--- src/rtl/chirp_ramp_gen_pkg.sv ---
// rtl/chirp_ramp_gen_pkg.sv - shared state encoding, bandwidth codes and step lookup
package chirp_ramp_gen_pkg;

    typedef enum logic [1:0] {
        ST_IDLE = 2'd0,
        ST_RAMP = 2'd1,
        ST_GAP  = 2'd2,
        ST_DONE = 2'd3
    } state_t;

    localparam logic [1:0] BW_125K = 2'b00;
    localparam logic [1:0] BW_250K = 2'b01;
    localparam logic [1:0] BW_500K = 2'b10;
    localparam logic [1:0] BW_RSVD = 2'b11;

    localparam logic [15:0] STEP_125K = 16'd16;
    localparam logic [15:0] STEP_250K = 16'd32;
    localparam logic [15:0] STEP_500K = 16'd64;

    // Reserved code falls back to the narrowest bandwidth.
    function automatic logic [15:0] step_for_bw(input logic [1:0] bw);
        case (bw)
            BW_250K: return STEP_250K;
            BW_500K: return STEP_500K;
            default: return STEP_125K;
        endcase
    endfunction

endpackage

--- src/rtl/chirp_ramp_gen.sv ---
// rtl/chirp_ramp_gen.sv - linear frequency ramp generator for chirp bursts
module chirp_ramp_gen #(
    parameter int STEPS_PER_CHIRP = 256,
    parameter int GAP_TICKS       = 16
) (
    input  logic        i_clk,
    input  logic        i_rst_n,
    input  logic        i_start,
    input  logic        i_abort,
    input  logic        i_sample_tick_n,
    input  logic [1:0]  i_bw_config,
    input  logic [3:0]  i_num_chirps,
    output logic        o_tick_run,
    output logic [15:0] o_freq_word,
    output logic        o_valid,
    output logic [3:0]  o_chirp_idx,
    output logic        o_busy,
    output logic        o_done
);
    import chirp_ramp_gen_pkg::*;

    localparam logic [7:0]  LAST_K   = 8'(STEPS_PER_CHIRP - 1);
    localparam logic [15:0] LAST_GAP = 16'(GAP_TICKS - 1);

    state_t      state_q, state_d;
    logic [7:0]  sample_q, sample_d;
    logic [15:0] gap_q, gap_d;
    logic [3:0]  chirp_q, chirp_d;
    logic [3:0]  num_q, num_d;
    logic [1:0]  bw_q, bw_d;
    logic [15:0] freq_q, freq_d;
    logic        valid_q, valid_d;
    logic        done_q, done_d;

    logic tick;
    logic ramp_end;
    logic last_chirp;

    assign tick       = ~i_sample_tick_n;
    assign ramp_end   = tick && (sample_q == LAST_K);
    // num_q always holds the effective count (1..15), so this never underflows.
    assign last_chirp = (chirp_q == (num_q - 4'd1));

    // State register; synchronous reset wins over every other input.
    always_ff @(posedge i_clk) begin
        if (!i_rst_n) state_q <= ST_IDLE;
        else          state_q <= state_d;
    end

    // Next-state selection; abort returns to IDLE from any busy state.
    always_comb begin
        state_d = state_q;
        case (state_q)
            ST_IDLE: if (i_start && !i_abort) state_d = ST_RAMP;
            ST_RAMP: begin
                if (i_abort)       state_d = ST_IDLE;
                else if (ramp_end) state_d = last_chirp ? ST_DONE : ST_GAP;
            end
            ST_GAP: begin
                if (i_abort)                          state_d = ST_IDLE;
                else if (tick && (gap_q == LAST_GAP)) state_d = ST_RAMP;
            end
            default: state_d = ST_IDLE;
        endcase
    end

    // Datapath next values; words and strobes land one cycle after the tick.
    always_comb begin
        sample_d = sample_q;
        gap_d    = gap_q;
        chirp_d  = chirp_q;
        num_d    = num_q;
        bw_d     = bw_q;
        freq_d   = freq_q;
        valid_d  = 1'b0;
        done_d   = 1'b0;
        case (state_q)
            ST_IDLE: begin
                freq_d   = 16'd0;
                chirp_d  = 4'd0;
                sample_d = 8'd0;
                gap_d    = 16'd0;
                if (i_start && !i_abort) begin
                    bw_d  = i_bw_config;
                    num_d = (i_num_chirps == 4'd0) ? 4'd1 : i_num_chirps;
                end
            end
            ST_RAMP: begin
                if (tick) begin
                    freq_d  = 16'(sample_q) * step_for_bw(bw_q);
                    valid_d = 1'b1;
                    if (ramp_end) begin
                        sample_d = 8'd0;
                        if (!last_chirp) chirp_d = chirp_q + 4'd1;
                    end else begin
                        sample_d = sample_q + 8'd1;
                    end
                end
            end
            ST_GAP: begin
                freq_d = 16'd0;
                if (tick) gap_d = (gap_q == LAST_GAP) ? 16'd0 : gap_q + 16'd1;
            end
            default: begin
                // Done is issued a cycle late so it never overlaps the final strobe.
                done_d = 1'b1;
                freq_d = 16'd0;
            end
        endcase
        if (i_abort && (state_q != ST_IDLE)) begin
            sample_d = 8'd0;
            gap_d    = 16'd0;
            chirp_d  = 4'd0;
            freq_d   = 16'd0;
            valid_d  = 1'b0;
            done_d   = 1'b0;
        end
    end

    // Datapath registers, all cleared by reset.
    always_ff @(posedge i_clk) begin
        if (!i_rst_n) begin
            sample_q <= 8'd0;
            gap_q    <= 16'd0;
            chirp_q  <= 4'd0;
            num_q    <= 4'd1;
            bw_q     <= BW_125K;
            freq_q   <= 16'd0;
            valid_q  <= 1'b0;
            done_q   <= 1'b0;
        end else begin
            sample_q <= sample_d;
            gap_q    <= gap_d;
            chirp_q  <= chirp_d;
            num_q    <= num_d;
            bw_q     <= bw_d;
            freq_q   <= freq_d;
            valid_q  <= valid_d;
            done_q   <= done_d;
        end
    end

    assign o_busy      = (state_q != ST_IDLE);
    assign o_tick_run  = (state_q != ST_IDLE);
    assign o_freq_word = freq_q;
    assign o_valid     = valid_q;
    assign o_chirp_idx = chirp_q;
    assign o_done      = done_q;

endmodule

--- config.mk ---
export PLATFORM = sky130hd
export DESIGN_NAME = chirp_ramp_gen
export DESIGN_NICKNAME = d
export VERILOG_FILES = /design/src/rtl/chirp_ramp_gen_pkg.sv /design/src/rtl/chirp_ramp_gen.sv
export SDC_FILE = /design/constraint.sdc
export NUM_CORES = 1
export LEC_CHECK = 0
export ABC_AREA = 1
export CAP_MARGIN = 20
export CORE_MARGIN = 1
export CORE_UTILIZATION = 52
export DETAILED_ROUTE_END_ITERATION = 8
export PLACE_DENSITY = 0.76
export SLEW_MARGIN = 10
export SYNTH_ARGS = -nofsm -noshare
export SYNTH_HDL_FRONTEND = slang
export SYNTH_SLANG_ARGS = --single-unit
export TNS_END_PERCENT = 5
--- constraint.sdc ---
create_clock -name i_clk -period 3.4 [get_ports i_clk]
set_clock_uncertainty 0.05 [all_clocks]
set_input_delay 0.68 -clock i_clk [delete_from_list [all_inputs] [get_ports i_clk]]
set_output_delay 0.68 -clock i_clk [all_outputs]
set_load 0.005 [all_outputs]
==> results of run 1 <==
what timing repair did:
item	in CTS	in global routing
pin swaps	0	5
endpoints found under the setup margin	3	6
resized for setup	3	19
synth_stat cells (7+ instances only):
cell type	number
inv_1	83
o21ai_0	10
nand4_1	7
dfxtp_1	50
inv_2	8
o21ai_1	9
nor3_1	10
nor2_1	63
xor2_1	9
nand3_1	26
ha_1	40
nand2_1	126
a21oi_1	30
worst min path at each step:
stage / end / slack [ns]
2_1_floorplan: num_q[3] / 0.39
3_3_place_gp: o_freq_word[6] / 0.41
3_5_place_dp: o_freq_word[5] / 0.41
4_1_cts: o_freq_word[5] / 0.42
5_1_grt: num_q[3] / 0.45
6_report: o_freq_word[5] / 0.42
power by group:
part	total [mW]	switching, mW	internal [mW]
logic	0.180	0.106	0.0746
clock network	0.361	0.213	0.148
registers	0.619	0.0199	0.599
total	1.16	0.339	0.821
flip-flops by register name, summed over array words and instances, names as in the netlist:
name         flops
bw_q             2
o_valid          1
state_q          2
num_q            4
o_chirp_idx      4
o_done           1
o_freq_word     12
gap_q           16
sample_q         8
area by class of cell:
cell class	instances	area (µm²)
timing repair buffer	34	330.3
tap	96	120.1
sequential	50	1003
multi-input combinational	373	2351
fill	609	2546
clock buffer	5	68.82
inverter	92	350.3
clock inverter	3	23.77
kinds of logic (layout without fill, tap and decap cells):
kind of cell | Yosys count | after routing | share of synthesized area (%)
compound gates | 59 | 59 | 9.471
xor+xnor | 12 | 12 | 2.872
fa+ha+maj | 46 | 46 | 16.96
buf+inv | 109 | 134 | 12.58
flops | 50 | 50 | 27.35
other cells | 1 | 4 | 0.1025
simple gates | 252 | 252 | 30.67
worst reg2reg max path, stage by stage, from the launching register on:
cell     delay (ns)
dfxtp_2        0.36
inv_1          0.08
ha_4           0.19
nand2_1        0.07
inv_1          0.04
ha_1           0.28
ha_1           0.31
ha_1           0.28
ha_1           0.30
ha_1           0.36
a21oi_1        0.19
nand2_1        0.13
nand2_1        0.13
nand3_1        0.09
nand2_1        0.08
nand3_1        0.10
nand2_1        0.08
inv_1          0.03
metal layers:
metal | share of wire (%) | vias up | global-route usage (%)
met4 | 1.0 | 0 | 5.606
met3 | 4.2 | 6 | 3.272
met2 | 46 | 74 | 34.27
met1 | 49 | 1459 | 27.37
li1 | - | 1700 | -
met5 | 0 | - | 0
per-stage QoR:
step | cells | power (mW) | setup slack, ns | utilization [%]
after floorplan | 532 | 0.7582 | 0.03489 | -
after global placement | 645 | 0.8023 | 0.01759 | 59.04
after detailed placement | 645 | 0.8052 | -0.04193 | 59.04
after CTS | 653 | 1.168 | 0.01014 | 60.64
after global routing | 653 | 1.220 | -0.05087 | 62.52
final | 653 | 1.160 | 0.1495 | 62.52
==> summary.txt, run 1 <==
Outcome
  • Status: complete, no violations

Worst setup path
  • Worst path depth: 17
  • Worst r2r src: bw_q[1]
  • Critical path's top delay family: adder cells
  • Worst R2R End: o_freq_word[12]
  • CP required: about 3.6 ns
  • Worst R2R Path Depth: 17
  • Worst R2R Setup Slack: between 0.1 and 0.15 ns
  • CP max stage delay: ~0.36 ns
  • CP max FO: 8
  • Crit path to: o_freq_word[12]
  • Arr. time, crit path: around 3.4 ns
  • Worst setup EP type: flip-flop
  • CP cell instances: inv_1, ha_4, nand2_1, inv_1, ha_1, ha_1, ha_1, ha_1, ha_1, a21oi_1, nand2_1, nand2_1, nand3_1, nand2_1, nand3_1, nand2_1, inv_1
  • CP max stage cell: dfxtp_2
  • WS Path Type: flip-flop to flip-flop
  • Worst Path Buf+Inv: 3
  • CP startpoint: bw_q[1]
  • Critical path launch point type: flip-flop

CTS
  • Clock Latency Late Sink: about 0.31 ns
  • CTS tree: yes
  • CTS Hold Bufs: 0
  • Longest Clk Path Bufs: 2
  • Total clock buffers created by CTS: 5
  • Sink Count: 50
  • H-tree level count: 2
  • CTS Root Cell: clkbuf_8
  • Clk slew on worst S/H paths: roughly 0.090 ns
  • Setup Fix Bufs, Post-CTS: 0

Floorplan
  • Row count: 30
  • Initial core utilization: around 54%
  • I/O pin cnt: 35
  • Die Y: approximately 86 µm
  • Die ar.: between 7000 and 8000 µm²
  • Die X: about 86 µm
  • Core ar.: roughly 6800 µm²

Layout
  • Final instance area: approximately 4200 µm²
  • # diodes: 0
  • Most common cell after layout, fill and taps aside: nand2_1
  • Final nets: between 600 and 700
  • Synth-to-layout area growth: 16.07%
  • Most frequent cells in the layout: nand2_1 (126), inv_1 (81), nor2_1 (63), dfxtp_1 (48)
  • Share of layout cells above drive strength 1: 10.23%

Yosys
  • Area contributors post-synth: dfxtp_1 (27%), ha_1 (14%), nand2_1 (13%), inv_1 (8.5%), nor2_1 (6.5%)
  • Mapped Area: ~3700 µm²
  • Post-synth EDFFs: 0
  • Synthesized area per cell: slightly below 7 µm²
  • Post-synthesis async set-or-reset flop share: 0%
  • Ys Warns: 0
  • Yosys top cell by area: dfxtp_1
  • Register area share after synthesis: between 20% and 30%
  • Synthesized flop and latch total: 50
  • Cells after synthesis: around 530
  • Yosys top cell area share: a little over a quarter
  • Library cells used by synthesis: 42
  • Top FF cell, synth: dfxtp_1

Timing
  • Final TNS setup: 0 ns
  • Fin crit share: 95.60%
  • Max Slew Vio Count: 0
  • Final hold violation count: 0
  • Hold slack: about 0.42 ns
  • Worst slew margin: 58.30%
  • Fin crit period: about 3.3 ns
  • Setup Viol. Count Final: 0
  • Max Fclk: slightly above 300 MHz
  • RSZ-0062 raised after global routing: yes
  • Least-Margin Pin Slew: 0.6235 ns

Power and ir drop
  • Power per Cell Area: around 270 nW/µm²
  • Worst vdd ir: about 150 µV
  • P_leak: 2.035 nW

Placement
  • Area of placed instances: roughly 4000 µm²
  • Final HPWL DP: roughly 5400 µm
  • PortBufs: 30
  • GP Congestion: between 0.8 and 0.9

Route
  • Vias/cell: between 4 and 5
  • Vias: between 3k and 4k
  • DRT iter0 DRCs: 129
  • Wire per inst: approximately 11 µm
  • First-pass DRT Iterations: 5
  • Drt drc: 0
  • DRT antenna net count: 0
  • Wirelength, routed: just over 7000 µm

GRT
  • Initial antenna violation count: 0
  • First-pass GRT wire length: ~12000 µm
  • Vias in the first global route: 2965
  • Gr usage total: roughly a fifth
  • Largest net degree at the start of global routing: 20
  • Congestion Overflow GR: 0

Flow run
  • MaxCap Viol Count: 0

Min path
  • Min-delay src: o_freq_word[5]
  • Min-Delay Path Class: flip-flop to flip-flop
  • Hold Path Depth: 2
Note: power is estimated with default switching activity, not from simulation.
==> run 2: changes to the inputs <==
- SKIP_LAST_GASP: default -> 1
- clock period: 3.4 -> 2.7 ns (I/O delays scaled with it)
==> summary.txt, run 2 (same netlist as run 1, synthesis figures left out) <==
Outcome
  • Status: finished, violations left
  • Failing checks: negative setup slack

Timing
  • Fin crit share: 115.4%
  • Least-Margin Pin Slew: 0.6230 ns
  • RSZ-0062 raised after global routing: yes
  • Max Fclk: ~320 MHz
  • Fin crit period: slightly above 3 ns
  • Worst slew margin: between 50% and 60%
  • Final hold violation count: 0
  • Setup Viol. Count Final: 8
  • Max Slew Vio Count: 0
  • PnR worst setup slack: -0.4161 ns
  • Final TNS setup: -2.529 ns

GRT
  • Largest net degree at the start of global routing: 18
  • Gr usage total: 23.98%
  • Initial antenna violation count: 0
  • First-pass GRT wire length: around 14000 µm
  • Vias in the first global route: 3364
  • Congestion Overflow GR: 0

Min path
  • Min-Delay Path Class: flip-flop to flip-flop

Power and ir drop
  • Power per Cell Area: 342.6 nW/µm²
  • Clock Power Share: approximately 36%
  • Logic pwr share: between 10% and 20%
  • Total power: around 1.6 mW
  • Reg power frac: approximately half
  • Worst vdd ir: ~410 µV
  • Sw frac: approximately 28%
  • P_leak: approximately 2.1 nW
  • Switch Pwr: between 0.4 and 0.5 mW
  • Int Pwr: roughly 1.1 mW

Floorplan
  • Core ar.: ~6800 µm²
  • I/O pin cnt: 35
  • Die Y: between 80 and 90 µm
  • Row count: 30
  • Die ar.: 7377 µm²
  • Initial core utilization: between 50 and 60%
  • Die X: about 86 µm

Worst setup path
  • CP max stage delay: between 0.5 and 0.6 ns
  • CP required: ~2.9 ns
  • CP max stage cell: fa_1
  • Worst setup EP type: flip-flop
  • Arr. time, crit path: between 3 and 4 ns
  • CP max FO: 5
  • WS Path Type: flip-flop to flip-flop
  • CP cell instances: inv_2, ha_4, nand2_1, inv_1, ha_4, ha_4, fa_1, ha_4, ha_4, a21oi_4, o21ai_4, buf_4, xor2_1, o21ai_1, inv_2
  • Worst Path Buf+Inv: 4
  • Crit-path most repeated cell: ha_4
  • Critical path launch point type: flip-flop
  • Critical path's top delay family: adder cells

CTS
  • CTS tree: yes
  • Total clock buffers created by CTS: 5
  • Clock Latency Late Sink: around 0.32 ns
  • H-tree level count: 2
  • CTS Root Cell: clkbuf_8
  • Sink Count: 50
  • Longest Clk Path Bufs: 2
  • Clk slew on worst S/H paths: roughly 0.11 ns

Route
  • DRT antenna net count: 0
  • Wire per inst: 11.86 µm
  • Vias/cell: just under 5
  • Vias: around 3.4k
  • First-pass DRT Iterations: 4
  • Wirelength, routed: 8015 µm
  • Drt drc: 0
  • DRT iter0 DRCs: 94

Layout
  • Most frequent cells in the layout: nand2_1 (122), inv_1 (74), nor2_1 (63), dfxtp_1 (48), clkdlybuf4s50_1 (30)
  • Max FFs per register: 16
  • Fillers: between 500 and 600
  • # diodes: 0
  • Layout Utilization: roughly 68%
  • Most common cell after layout, fill and taps aside: nand2_1
  • Multi-input gate area: around 2500 µm²
  • Register Area: between 1000 and 1500 µm²
  • Share of layout cells above drive strength 1: a little under a fifth
  • Final instance area: 4624 µm²
  • Synth-to-layout area growth: 26.36%
  • Most flop-heavy register: gap_q
  • Final nets: between 600 and 700

Flow run
  • MaxCap Viol Count: 0

Placement
  • GP Congestion: 0.8470
  • Area of placed instances: 4292 µm²
  • PortBufs: 30
  • Final HPWL DP: 5997 µm
  • Pre-CTS WS: -0.6066 ns
-- run 2: changes by cell type in the layout (fill, tap and decap cells not counted), sizes merged --
cell	before	now
buf	4	27
bufinv	0	1
clkinvlp	2	1
-- run 2: power by group through the flow --
stage	Clock [mW]	Sequential, mW	Combinational (mW)
6_report	0.563	0.777	0.245
5_1_grt	0.593	0.780	0.276
4_1_cts	0.565	0.777	0.246
3_5_place_dp	0	0.793	0.238
3_3_place_gp	0	0.792	0.233
2_1_floorplan	0	0.785	0.178
-- run 2: path summary, 6_finish.rpt --
kind,startpoint,end,slack (ns),depth (start not counted)
hold / removal,o_freq_word[6],o_freq_word[6],0.43,2
setup reg to reg,bw_q[0],o_freq_word[11],-0.42,15
hold reg to reg,o_freq_word[6],o_freq_word[6],0.43,2
setup / recovery,bw_q[0],o_freq_word[11],-0.42,15
-- run 2: cell type report --
cell class / count / share of cell area, %
multi-input combinational: 373 / 54.63
sequential: 50 / 21.70
timing repair buffer: 57 / 10.96
inverter: 92 / 7.576
tap: 96 / 2.597
clock buffer: 5 / 1.488
clock inverter: 3 / 1.055
-- run 2: repair_timing --
item | in CTS | in global routing
gates resized for setup | 31 | 0
setup buffers | 2 | 1
hold buffers | 0 | 0
setup endpoints to repair | 8 | 8
endpoints found under the hold margin | 0 | 0
pin swaps | 18 | 1
-- run 2: worst register-to-register path, stage by stage, from the launching register on --
cell	delay [ns]
dfxtp_2	0.35
inv_2	0.05
ha_4	0.29
nand2_1	0.07
inv_1	0.09
ha_4	0.21
ha_4	0.21
fa_1	0.55
ha_4	0.22
ha_4	0.26
a21oi_4	0.16
o21ai_4	0.09
buf_4	0.14
xor2_1	0.13
o21ai_1	0.14
inv_2	0.04
-- run 2: metal layers --
metal,up-vias,track usage [%],part of all wire [%]
li1,1748,-,-
met1,1541,27.03,42
met2,57,45.38,53
met3,15,3.561,2.9
met4,0,8.636,2.2
met5,-,0,0
-- run 2: metrics by stage --
stage,cells,hold slack [ns]
floorplan,532,0.3941
global placement,665,0.4109
detailed placement,665,0.4158
CTS,675,0.4319
global route,676,0.4564
finish,676,0.4269
==> edit, RTL diff (settings of run 1) <==
Change the parameter `GAP_TICKS` from 16 to 12.
--- a/src/rtl/chirp_ramp_gen.sv
+++ b/src/rtl/chirp_ramp_gen.sv
@@ -3,3 +3,3 @@
     parameter int STEPS_PER_CHIRP = 256,
-    parameter int GAP_TICKS       = 16
+    parameter int GAP_TICKS       = 12
 ) (
Behaviour: same outputs for any inputs over 10 cycles, from zero or initial values and one cycle with i_rst_n low; that may be too few to reach the edited logic, so the function may still have changed.
==> edit against run 1 <==
  * Largest power group unchanged
  * Core utilization grew 0.61 points
  * Critical path type unchanged
  * Largest cell class unchanged
  * Total power shrank 1.5%
  * Count of clock-buffer cells in the layout grew 1
  * Sequential cell count is the same
  * Routed wire length grew 4.6%
  * Worst setup slack lost 24 ps
  * Worst hold slack gained 3.3 ps
  * Critical path depth is the same
  * Design area grew 1.5%
  * Area after synthesis grew 1.2%
==> edit: results (changes against run 1) <==
logic_synthesis:
  yosys.area_share.adder_pct: 16.8  # -0.21 points
  seq_area_frac_synth_pct: 27.0  # -0.33 points
  synth_compound_area_share_pct: 10.3  # +0.83 points
  synthTopCellsByArea: "dfxtp_1 (27%), ha_1 (14%), nand2_1 (13%)"
  synth_cell_types: 40  # -4.8%
  synth_xor_area_share_pct: 2.60  # -0.27 points
  synth_common_cells: "nand2_1 (129), inv_1 (87), nor2_1 (62)"
route:
  wl_met2_um: 3660  # +9.8%
  vias_per_cell: 4.94  # -0.47%
  wl_met3_um: 340  # +12%
  wl_met1_um: 3530  # -0.68%
  drtIter0Drc: 178  # +38%
  first_pass_iters: 4  # -1
  detail_route.wl_per_cell_um: 11.4  # +2.4%
final_layout:
  n_all_inverters: 94  # +2.2%
  nets: 628  # +2.4%
  seq_share_pct: 23.3  # -0.36 points
  fillers: 637  # +4.6%
  signal_buffers: 40  # +18%
  multi_input_comb_cells: 380  # +1.9%
  drive_gt1_share_pct: 11.4  # +1.2 points
  num-clock-buffers: 6  # +1
  design.seq.count: 50  # unchanged
  multi_input_area_share_pct: 55.1  # -0.25 points
  final-nonclk-buf-share_pct: 8.70  # +0.93 points
place:
  post-dp-hpwl_um: 5720  # +5.8%
  preCtsSetupSlack_ps: -146  # -104 ps
  gp_congestion: 0.876  # +1.1%
grt:
  grtUsageMet3_pct: 3.43  # +0.16 points
  grt_util_all_layers_pct: 21.7  # +1.2 points
  use_met1_pct: 27.2  # -0.20 points
  grt_pass1_wl_um: 13100  # +5.3%
  grt_pass1_vias: 3082  # +3.9%
  use_met2_pct: 38.7  # +4.4 points
  antenna_found_initial: 0  # unchanged
worst_setup_path:
  reg2reg_slack_ps: 130  # -20 ps
  cpMaxStageDelayCell: "fa_2"
  critPathTopFamily: "adder cells"
  worstReg2RegStart: "bw_q[0]"
  path_max_fanout: 6  # -2
  setup.worst_path.end: "o_freq_word[11]"
  worstPathArrival_ps: 3430  # about the same
  slowest_delay_ps: 420  # +60 ps
power:
  power.leakage_nw: 2.14  # +5.1%
  ir_drop_v: 0.000158  # +4.5%
timing:
  fmax_mhz: 305  # -0.73%
  slew_headroom_pct: 59.5  # +1.2 points
  timing.hold.ws_ps: 425  # +3.32 ps
  hold_viol_final: 0  # unchanged
min_path:
  hold_start: "num_q[3]"
  hold_end: "num_q[3]"
run_status:
  status: "completed"
cts:
  cts.repair.resized: 5  # +2
[edit: changes by cell type after synthesis, sizes merged, moves of 3 or more]
cell | before | now
a21oi | 33 | 37
nand4 | 7 | 4
nand3 | 29 | 32
nand2 | 129 | 134
[edit: report_power, final]
part,switching [mW],internal [mW],total [mW]
clock network,0.199,0.142,0.340
logic,0.109,0.0751,0.184
registers,0.0182,0.599,0.618
total,0.326,0.816,1.14
[edit: tightest hold or removal path: stages (launching register included)]
cell and delay [ps]:
dfxtp_1 320, inv_1 60, a21oi_1 60
[edit: through the flow]
| step | cell area, µm² | cells | TNS, ps | total power, mW |
|---|---|---|---|---|
| 2_1_floorplan | 3720 | 542 | 0 | 0.755 |
| 3_3_place_gp | 4060 | 656 | 0 | 0.802 |
| 6_report | 4310 | 667 | 0 | 1.14 |
| 4_1_cts | 4180 | 663 | 0 | 1.15 |
| 5_1_grt | 4310 | 667 | -5.68 | 1.20 |
| 3_5_place_dp | 4060 | 656 | -331 | 0.806 |
